`src/rtl/source_x.sv`:
```
// rtl/source_x.sv - in-order flush-completion response buffer, DEPTH entries, 1-cycle minimum latency.
// Optional saturating fail counter on io_fail_count when SOURCE_X_FAIL_CNT_EN is defined.
module source_x #(
  parameter int DEPTH = 4
) (
  input  logic        clock,
  input  logic        reset,
  input  logic        io_req_valid,
  output logic        io_req_ready,
  input  logic [12:0] io_req_bits_tag,
  input  logic [9:0]  io_req_bits_set,
  input  logic        io_req_bits_fail,
  output logic        io_x_valid,
  input  logic        io_x_ready,
  output logic [31:0] io_x_bits_address,
  output logic        io_x_bits_fail
`ifdef SOURCE_X_FAIL_CNT_EN
  ,
  output logic [7:0]  io_fail_count
`endif
);

  localparam int AW = $clog2(DEPTH);
  localparam int CW = AW + 1;
  localparam logic [CW-1:0] FULL_CNT = CW'(DEPTH);

  logic [31:0]   addr_mem_q [DEPTH];
  logic          fail_mem_q [DEPTH];
  logic [AW-1:0] wr_ptr_q, wr_ptr_d;
  logic [AW-1:0] rd_ptr_q, rd_ptr_d;
  logic [CW-1:0] count_q, count_d;
  logic          enq, deq;
  logic [31:0]   enq_addr;

  // Readiness comes only from the registered count, so a full buffer never passes through.
  assign io_req_ready = (count_q != FULL_CNT);
  assign io_x_valid   = (count_q != '0);
  assign enq          = io_req_valid && io_req_ready;
  assign deq          = io_x_valid && io_x_ready;

  assign enq_addr = {io_req_bits_tag[12], 3'b000, io_req_bits_tag[11:0],
                     io_req_bits_set, 6'b000000};

  assign io_x_bits_address = addr_mem_q[rd_ptr_q];
  assign io_x_bits_fail    = fail_mem_q[rd_ptr_q];

  always_comb begin
    wr_ptr_d = wr_ptr_q;
    rd_ptr_d = rd_ptr_q;
    count_d  = count_q;
    if (enq) wr_ptr_d = wr_ptr_q + AW'(1);
    if (deq) rd_ptr_d = rd_ptr_q + AW'(1);
    case ({enq, deq})
      2'b10:   count_d = count_q + CW'(1);
      2'b01:   count_d = count_q - CW'(1);
      default: count_d = count_q;
    endcase
  end

  always_ff @(posedge clock) begin
    if (reset) begin
      wr_ptr_q <= '0;
      rd_ptr_q <= '0;
      count_q  <= '0;
    end else begin
      wr_ptr_q <= wr_ptr_d;
      rd_ptr_q <= rd_ptr_d;
      count_q  <= count_d;
    end
  end

  // Entry storage is never reset; contents are only observed while io_x_valid is high.
  always_ff @(posedge clock) begin
    if (enq) begin
      addr_mem_q[wr_ptr_q] <= enq_addr;
      fail_mem_q[wr_ptr_q] <= io_req_bits_fail;
    end
  end

`ifdef SOURCE_X_FAIL_CNT_EN
  logic [7:0] fail_cnt_q, fail_cnt_d;

  always_comb begin
    fail_cnt_d = fail_cnt_q;
    if (deq && io_x_bits_fail && (fail_cnt_q != 8'hFF)) fail_cnt_d = fail_cnt_q + 8'd1;
  end

  always_ff @(posedge clock) begin
    if (reset) fail_cnt_q <= '0;
    else       fail_cnt_q <= fail_cnt_d;
  end

  assign io_fail_count = fail_cnt_q;
`endif

endmodule
```
`config.mk`:
```
export PLATFORM = sky130hd
export DESIGN_NAME = source_x
export DESIGN_NICKNAME = d
export VERILOG_FILES = /design/src/rtl/source_x.sv
export SDC_FILE = /design/constraint.sdc
export NUM_CORES = 1
export LEC_CHECK = 0
export BUFFER_PORTS_ARGS = -buffer_cell sky130_fd_sc_hd__buf_2
export CAP_MARGIN = 20
export CORE_MARGIN = 1.5
export CORE_UTILIZATION = 45
export DETAILED_ROUTE_END_ITERATION = 8
export GPL_TIMING_DRIVEN = 0
export PLACE_DENSITY = 0.64
export SYNTH_ARGS = -nofsm -noshare
export SYNTH_HDL_FRONTEND = slang
export SYNTH_SLANG_ARGS = --single-unit
```
`constraint.sdc`:
```
create_clock -name clock -period 2.3 [get_ports clock]
set_clock_uncertainty 0.2 [all_clocks]
set_input_delay 0.46 -clock clock [delete_from_list [all_inputs] [get_ports clock]]
set_output_delay 0.46 -clock clock [all_outputs]
set_load 0.005 [all_outputs]
```
==> run summary <==
Post-CTS Setup Bufs: 0
Pre-antenna DRT Iters: 4
Commonest cells in the netlist: edfxtp_1 (96), mux4_2 (20), buf_4 (9), dfxtp_1 (9), nor2_1 (9)
Worst Path Required: 1640 ps
Placed cell count: 360
Critical Path AT: 1650 ps
Post-route ant nets: 0
Crit path max fanout: 10
H-tree Lvls: 3
Area growth from synthesis to layout: 18.4%
Synth Area in Adders: 2.04%
Die height: 97.9 um
First-pass GRT wire length: 10000 um
Critical path class: reg -> out
Syn Area/Cell: 21.5 um^2
Worst IR Drop VDD: 0.365 mV
Ys flop type: edfxtp_1
Initial Util: 46.5%
Antenna violations before repair: 0
# rows: 34
Sequential cell area fraction in the yosys report: 75.6%
Final std cells w/o fill: 375
Synth Area in Compound Gates: 1.08%
IO Port Bufs: 52
Cts repair resizes: 4
Simple-Gate Fraction of Synth Area: 2.16%
Largest net degree at the start of global routing: 18
Setup tns final: -24.1 ps
Vias in the first global route: 1920
Async SR Flop Fraction: 0%
Cell taking the most area after synthesis: edfxtp_1
Drc violations: 0
Width of the die: 97.9 um
Clock buffer count from CTS: 9
Final setup viols: 5
Unique masters post-synth: 27
Placeable Area: 8720 um^2
Overall routing resource usage: 14.1%
DIE AREA: 9580 um^2
Number of I/O pins: 63
Largest family of logic cells by synthesized area: multiplexers
Flops & latches, synth: 105
Pleak: 1.68 nW
# nets final: 296
Actual transition at the worst max-transition pin: 640 ps
Clk_lat worst skew: 360 ps
Multiplexer share of the synthesized area: 14.2%
Reg clk slew, reported paths: 100 ps
F_max: 432 MHz
Outcome: finished, violations left
Final worst slack: -14.9 ps
Slew margin rel.: 57.4%
Synth Area in XOR/XNOR: 0.865%
Hold Path Class: in -> reg
CP startpoint kind: flop
Most frequent cell after synthesis: edfxtp_1
Synth Instances: 188
Diode count: 0
Post-synth EDFFs: 96
Hold_buf cts: 0
Final Critical Period: 2310 ps
PwrDens: 1010 nW/um^2
Violated checks: setup timing
TritonCTS clock tree: done
Synth warnings: 0
Synth area leaders: edfxtp_1 (71%), mux4_2 (11%), dfxtp_1 (4.4%)
DR vias/cell: 5.01
1st-iter DRT viols: 80
Mapped cell area: 4050 um^2
Final HPWL DP: 4340 um
# clock sinks: 105
Gr ovfl total: 0
Unrepaired setup endpoints after global routing: true
Final wirelength: 6440 um
Slew Viols, Final: 0
Yosys top cell area share: 71.2%
Hold Fails Final Rpt: 0
Vias: 1879
Crit. End Element: primary output
Root Driver: clkbuf_8
Max Cap Viol: 0
Routability congestion estimate: 0.704
WL/cell: 17.2 um
Final worst path period share: 101%
Share of cells above drive strength 1: 42.7%
Design Power: 0.00484 W
Clock Tree Buf Depth: 2
[state kept, by name, summed over array words and instances, names as in the netlist, named ones only]
register,flops
wr_ptr_q,2
addr_mem_q,92
count_q,3
fail_mem_q,4
rd_ptr_q,2
[per-layer routing]
layer  GRT usage (%)  vias up  share of wire, %
li1                -      876                 -
met1            18.6      953                43
met2            22.7       39                51
met3            3.08       11               4.3
met4            6.59        0               2.0
met5               0        -                 0
[final timing paths]
kind                                 to          startpoint  slack [ps]  depth (start not counted)
setup / recovery  io_x_bits_address[14]                flop         -10                          4
hold / removal        addr_mem_q[2][16]  io_req_bits_tag[6]         120                          1
setup reg to reg             count_q[2]          count_q[1]          50                          9
hold reg to reg             wr_ptr_q[1]         wr_ptr_q[1]         330                          2
[critical path, cell delays in order, from the launching register on]
cell and delay, ps:
dfxtp_2 330, buf_6 140, buf_12 160, mux4_2 520, buf_2 140
[logic make-up after synthesis]
family          after synthesis
compound gates                6
xor+xnor                      4
fa+ha+maj                     6
buf+inv                      22
flops                       105
mux                          26
other cells                   1
simple gates                 18
[area by class of cell]
type	instances	area (um^2)
Clock inverter	7	95.1
Timing Repair Buffer	56	352
Tap cell	108	135
Clock buffer	9	124
Fill cell	699	3920
Inverter	6	22.5
Multi-Input combinational cell	69	866
Sequential cell	105	3070
Buffer	15	138
[through the flow]
step	util (%)	instance area [um^2]	hold slack [ps]	worst slack, ps
final	55.0	4800	117	-14.9
after global routing	55.0	4800	101	-93.3
after CTS	54.9	4790	100	-53.4
after detailed placement	52.3	4560	310	-97.2
after global placement	51.3	4480	302	-294
after floorplan	-	4080	282	192
[report_power, final]
group	internal, W	switching (W)	leakage, nW
Combinational	0.000697	0.000551	0.627
Sequential	0.00231	0.0000775	0.956
Clock	0.000610	0.000598	0.0991
Total	0.00362	0.00123	1.68
[layout by cell type (no fill, tap or decap)]
cell and count:
clkbuf_1 1, dfxtp_1 6, edfxtp_1 96, nor2_2 1, bufinv_16 2, buf_12 2, mux4_2 20, a21boi_2 1
nor2_1 8, or3_1 2, nand2_1 1, clkbuf_8 9, o31a_1 1, buf_8 2, o311ai_0 1, mux2_2 1
nand2b_1 2, a21oi_1 2, buf_4 11, inv_1 6, dfxtp_2 3, and2_1 1, buf_16 2, mux2i_1 1
and2_2 3, ha_1 5, mux4_1 4, buf_6 2, o21ai_0 1, buf_2 51, clkinvlp_4 3, fa_1 1
conb_1 9, clkinv_4 1, xnor2_1 1, xor2_1 3, clkinv_1 1
(Power assumes the default switching activity.)
